===== src/rtl/pc_sequencer_pkg.sv =====
// Shared definitions for the PC sequencer: state encoding, default
// parameter values and the word-alignment helper.
package pc_sequencer_pkg;

   typedef enum logic [1:0] {
      BOOT = 2'd0,
      RUN  = 2'd1,
      WAIT = 2'd2,
      HALT = 2'd3
   } state_t;

   localparam logic [31:0] DEF_RESET_VECTOR = 32'h0000_0000;
   localparam logic [31:0] DEF_PC_STEP      = 32'd4;

   // Instruction addresses are word aligned; low two bits are discarded.
   function automatic logic [31:0] word_align(input logic [31:0] addr);
      return addr & ~32'h3;
   endfunction

endpackage


===== src/rtl/pc_target_mux.sv =====
// Redirect target select: jr beats jump beats branch; result is word aligned.
module pc_target_mux
   import pc_sequencer_pkg::*;
(
   input  logic        jr,
   input  logic [31:0] jr_target,
   input  logic        jump,
   input  logic [31:0] jump_target,
   input  logic        branch_taken,
   input  logic [31:0] branch_target,
   output logic [31:0] target,
   output logic        redirect
);

   logic [31:0] raw;

   always_comb begin
      raw = branch_target;
      if (jump) raw = jump_target;
      if (jr)   raw = jr_target;
   end

   assign target   = word_align(raw);
   assign redirect = jr | jump | branch_taken;

endmodule


===== src/rtl/pc_sequencer.sv =====
// Next-address controller for the MIPS PC register.
// Build option: DELAY_SLOT_EN (branch-delay-slot semantics, flush tied low).
module pc_sequencer
   import pc_sequencer_pkg::*;
#(
   parameter logic [31:0] RESET_VECTOR = DEF_RESET_VECTOR,
   parameter logic [31:0] PC_STEP      = DEF_PC_STEP
)
(
   input  logic        clock,
   input  logic        reset,
   input  logic [31:0] pc,
   input  logic        fetch_ready,
   input  logic        stall,
   input  logic        halt,
   input  logic        branch_taken,
   input  logic [31:0] branch_target,
   input  logic        jump,
   input  logic [31:0] jump_target,
   input  logic        jr,
   input  logic [31:0] jr_target,
   output logic [31:0] next_pc,
   output logic        flush,
   output logic        halted,
   output logic        redirect_pending
);

`ifdef DELAY_SLOT_EN
   localparam logic FLUSH_EN = 1'b0;
`else
   localparam logic FLUSH_EN = 1'b1;
`endif

   state_t      state, next_state;
   logic [31:0] pending, pending_nxt;
   logic [31:0] target;
   logic        redirect;
   logic        go;
   logic        flush_raw;

   pc_target_mux u_target_mux (
      .jr            (jr),
      .jr_target     (jr_target),
      .jump          (jump),
      .jump_target   (jump_target),
      .branch_taken  (branch_taken),
      .branch_target (branch_target),
      .target        (target),
      .redirect      (redirect)
   );

   // Fetch can take a new address only when memory is ready and nothing stalls.
   assign go = fetch_ready & ~stall;

   always_comb begin
      next_state  = state;
      pending_nxt = pending;
      next_pc     = pc;
      flush_raw   = 1'b0;
      case (state)
         BOOT: begin
            next_pc    = RESET_VECTOR;
            next_state = RUN;
         end
         RUN: begin
            if (halt) begin
               next_state = HALT;
            end else if (redirect && go) begin
               next_pc   = target;
               flush_raw = 1'b1;
            end else if (redirect) begin
               pending_nxt = target;
               next_state  = WAIT;
            end else if (go) begin
               next_pc = pc + PC_STEP;
            end
         end
         WAIT: begin
            if (halt) begin
               next_state  = HALT;
               pending_nxt = '0;
            end else if (go) begin
               next_pc     = redirect ? target : pending;
               flush_raw   = 1'b1;
               pending_nxt = '0;
               next_state  = RUN;
            end else if (redirect) begin
               pending_nxt = target;
            end
         end
         HALT: begin
            next_state = HALT;
         end
         default: begin
            next_state = BOOT;
         end
      endcase
      // Reset wins over everything, including a held redirect.
      if (reset) begin
         next_pc     = RESET_VECTOR;
         flush_raw   = 1'b0;
         next_state  = BOOT;
         pending_nxt = '0;
      end
   end

   assign flush = flush_raw & FLUSH_EN;

   always_ff @(posedge clock) begin
      if (reset) begin
         state            <= BOOT;
         pending          <= '0;
         halted           <= 1'b0;
         redirect_pending <= 1'b0;
      end else begin
         state            <= next_state;
         pending          <= pending_nxt;
         halted           <= (next_state == HALT);
         redirect_pending <= (next_state == WAIT);
      end
   end

endmodule


===== config.mk =====
export PLATFORM = sky130hd
export DESIGN_NAME = pc_sequencer
export DESIGN_NICKNAME = d
export VERILOG_FILES = /design/src/rtl/pc_sequencer_pkg.sv /design/src/rtl/pc_target_mux.sv /design/src/rtl/pc_sequencer.sv
export SDC_FILE = /design/constraint.sdc
export NUM_CORES = 1
export LEC_CHECK = 0
export CAP_MARGIN = 10
export CORE_MARGIN = 2
export CORE_UTILIZATION = 30
export DETAILED_ROUTE_END_ITERATION = 16
export DONT_BUFFER_PORTS = 1
export PLACE_DENSITY = 0.44
export SKIP_LAST_GASP = 1
export SYNTH_ARGS = -nofsm -noshare
export SYNTH_HDL_FRONTEND = slang
export SYNTH_HIERARCHICAL = 1
export SYNTH_SLANG_ARGS = --single-unit

===== constraint.sdc =====
create_clock -name clock -period 4.9 [get_ports clock]
set_input_delay 0.245 -clock clock [delete_from_list [all_inputs] [get_ports clock]]
set_output_delay 0.245 -clock clock [all_outputs]
set_load 0.005 [all_outputs]

Word level (Yosys, flattened, before mapping):

Index checks and enable logic that the tools add are counted.
Widths: inputs -> output; s select.

* register bits: 36
* word-level logic and storage cells: 49
* output and inout bits: 35
* input port bits: 136

* multiplexer cells: 29
* $add $sub $neg: 1
* bitwise operators: 4
* eq/ne operators: 7
* reduce and logical (&&, ||, !) cells: 4

Operator list (count)
* $mux 32: 14
* $pmux 32 s3: 1
* $pmux 32 s2: 1
* $add 32x3->32 const B: 1
* $mux 2: 6
* $eq 2x2->1 const B: 4
* $pmux 2 s4: 1
* $mux 1: 5
* $ne 2x2->1 const B: 2
* $reduce_and 3->1: 1
* $eq 2x1->1 const B: 1
* $logic_not 2->1: 1
* $or 1x1->1: 2
* $pmux 1 s2: 1
* $reduce_bool 2->1: 1
* $and 1x1->1: 1
* $logic_and 1x1->1: 1
* $not 1->1: 1

Longest topological paths before layout:

* depth after elaboration: 8
* gate-level depth with buffers: 10
* mapped depth without buffers: 7

Hierarchy:

Netlist, hierarchy kept.

By module, submodules not included
* pc_sequencer: cells an instance 595, instances 1, sequential area each 720.7 µm², area each 4175.3 µm²
* pc_target_mux: cells an instance 105, instances 1, sequential area each 0.0 µm², area each 704.4 µm²

Least setup slack after synthesis:

Ideal clock, no wire load.

* path kind: input to output
* start point: in jump
* end point: out next_pc[24]
* buffers on the path: 2
* stages on the path: 8
* data required time: 4.655 ns
* setup slack: 2.541 ns
* data arrival time: 2.114 ns
* cells stage by stage: buf_6 or3_1 clkbuf_1 nor2b_1 nand3_1 or4_4 o31a_1 o32ai_2

* cells in the longest elaborated chain, start to end: 7
* elaborated cells on any way between the ends: 13
* classes of those cells: mux (10); bitwise (2); reduce/logical (1)

RTL lines
* start: declaration: line pc_sequencer.sv:18 `input logic jump,`
* $or 1x1->1 (*) (2 in series): line pc_target_mux.sv:24 `assign redirect = jr | jump | branch_taken;`
* named net redirect: line pc_sequencer.sv:37 `logic redirect;`
* $mux 32, or another cell as far along
* $mux 32 (on tied branches): line pc_sequencer.sv:82, pc_sequencer.sv:68
* $mux 32 (on tied branches): line pc_sequencer.sv:79, pc_sequencer.sv:66
* $pmux 32 s3 (*): line pc_sequencer.sv:60 `case (state)`
* $mux 32 (*): line pc_sequencer.sv:99 `if (reset) begin`
* end: declaration: line pc_sequencer.sv:22 `output logic [31:0] next_pc,`

Mark *: on every way through the listed nets, which the timed path passes. The rest lies on a longest branch.

Final worst setup path:

* start point: reg state[0]
* end point: out next_pc[25]

* cells in the longest elaborated chain, start to end: 3
* elaborated cells on any way between the ends: 5
* classes of those cells: eq/ne (2); mux (2); reduce/logical (1)

RTL lines
* start: declaration: line pc_sequencer.sv:34 `state_t state, next_state;`
* start signal: assignment: line pc_sequencer.sv:116 `state <= next_state;`
* $eq 2x2->1, or another cell as far along: line pc_sequencer.sv:60
* $pmux 32 s3 (*): line pc_sequencer.sv:60
* $mux 32 (*): line pc_sequencer.sv:99

Every way passes the cells marked *; elsewhere a longest branch is shown, timed or not.

==> results.tsv <==
metric	value	unit
outcome	complete, no violations	
clk_pin_slew	60	ps
synth.largest_area_cell	dfxtp_1	
grt_max_degree	71	
synth-seq-cells	36	
cts-root-buf	clkbuf_16	
drtAntennaViolNets	0	
cp_max_fo	19	
fin_skew	9.98	ps
hold_class	primary input to flip-flop	
drv_cap	0	
min_period_over_period	0.670	
postCtsSetupBuffers	0	
total_leakage_power	1.92	nW
vias	5428	
synthArstFlopShare	0	
clockPowerShare	0.360	
cts_hold_buf	0	
switching_power	0.000353	W
synthCells	700	
viasPerCell	6.28	
ff_latch_area	721	um^2
drt-pass1-iter-count	5	
grt_pass1_wl	30300	um
placementRows	46	
period_needed	3280	ps
cts_tree	built	
final_hold_viol_count	0	
start_util	0.307	
post-route-drc-count	0	
place.gp.congestion	0.886	
synthTopCellsByCount	nand2_1 (86), nor2_1 (67), mux2i_1 (63)	
ys_top_cells_by_area	dfxtp_1 (15%), mux2i_1 (13%), nand2_1 (6.6%)	
yosysSeqAreaShare	0.148	
cp.required	4660	ps
grt_setup_unrepaired	false	
track_usage	0.221	
cts.path.max_buffers	2	
numCtsBuffers	5	
cellPowerDensity	204	nW/um^2
overflow	0	
clock_sinks	36	
first_iter_violations	529	
p_sw_frac	0.344	
diodes	0	
path_class	flip-flop to output pin	
multiInputGateArea	3700	um^2
clock_latency	290	ps
synth_ff_type	dfxtp_1	
synth_edf_count	0	
crit_arrival	3040	ps
max_slew_margin	0.380	
fillers	1736	
peakVddDrop	143	uV
synth_cell_types	80	
max_slew.worst_pin.slew	927	ps
wl_per_cell	23.1	um
dp_slack	1720	ps
cts_htree_levels	2	
pwr-share-comb	0.333	
syn_avg_cell_area	6.97	um^2
fin_setup_tns	0	ps
fp.coreArea	15900	um^2
portBuffers	0	
synth_area	4880	um^2
worst_slack	1620	ps
yosysMostFrequentCell	nand2_1	
p_int	0.000674	W
post_cts_resized	0	
die_y	132	um
end_kind	output pin	
setup_viol	0	
slew_violations	0	
grt_pass1_vias	4971	
area_growth	3.28	%
dpl.hpwl	14600	um
fmax	0.305	GHz
yosysWarnings	6	
nets	788	
drive_above_1_share	0.0633	
antenna_found_initial	1	
pwr-share-seq	0.307	
synth_top_area_share	0.148	
crit_path_start_kind	flip-flop	
die_w	132	um
die-area	17300	um^2
routed_wl	20000	um
ioPinCount	171	
[power by group through the flow]
stage / sequential, W / clock, W / combinational (W)
after global routing: 0.000317 / 0.000384 / 0.000376
after CTS: 0.000315 / 0.000376 / 0.000340
after detailed placement: 0.000322 / 0 / 0.000338
final: 0.000315 / 0.000370 / 0.000342
after global placement: 0.000321 / 0 / 0.000334
after floorplan: 0.000319 / 0 / 0.000283
[cells by family after synthesis]
logic type	share of synthesized area
simple gates	0.263
compound gates	0.341
buf+inv	0.0964
mux	0.136
flops	0.148
fa+ha+maj	0.0128
other cells	0.000768
xor+xnor	0.00180
[state kept, by name, summed over array words and instances (netlist names)]
signal,flops
pending,32
state,2
halted,1
redirect_pending,1
[worst paths after layout]
path,slack (ps),from,cells past startpoint,to
max,1620,state[0],7,next_pc[25]
min,30,reset,1,pending[21]
max reg2reg,2030,state[0],8,pending[17]
min reg2reg,470,pending[28],2,pending[28]
[critical path, cell delays in order (launching register included)]
cell	delay, ps
dfxtp_1	340
inv_1	110
ha_1	690
inv_1	470
o311ai_0	440
a21oi_1	110
a21boi_0	130
a211oi_1	450
[layer usage]
metal  GRT usage  vias up  share of wire  wire, um
met5           0        -              0         0
met4      0.0586        0          0.017       344
met3      0.0475       21          0.094      1880
met2       0.328      305           0.42      8350
met1       0.320     2565           0.47      9400
li1            -     2537              -         -
[cell type report]
type                            count  share of cell area
Clock buffer                        6              0.0256
Tap cell                          216              0.0536
Clock inverter                      2             0.00695
Timing Repair Buffer               11              0.0164
Sequential cell                    36               0.143
Inverter                           27              0.0201
Multi-Input combinational cell    566               0.734
[layout by cell type, fill, tap and decap left out, drive strengths merged, types with 20 or more instances in the layout]
cell type,instances
nand2,87
a21oi,22
a221oi,20
inv,26
dfxtp,36
mux2i,63
nor2,67
nand3,21
o21ai,68
a22oi,33
[stage by stage]
step / hold slack, ps / util / instance area, um^2 / power (W) / std cells
3_3_place_gp: 326 / 0.307 / 4880 / 0.000654 / 856
4_1_cts: 23.1 / 0.317 / 5040 / 0.00103 / 864
2_1_floorplan: 443 / - / 4880 / 0.000603 / 701
5_1_grt: 26.6 / 0.317 / 5040 / 0.00108 / 864
3_5_place_dp: 330 / 0.307 / 4880 / 0.000660 / 856
6_report: 34.2 / 0.317 / 5040 / 0.00103 / 864
Note: power is estimated with default switching activity, not from simulation.
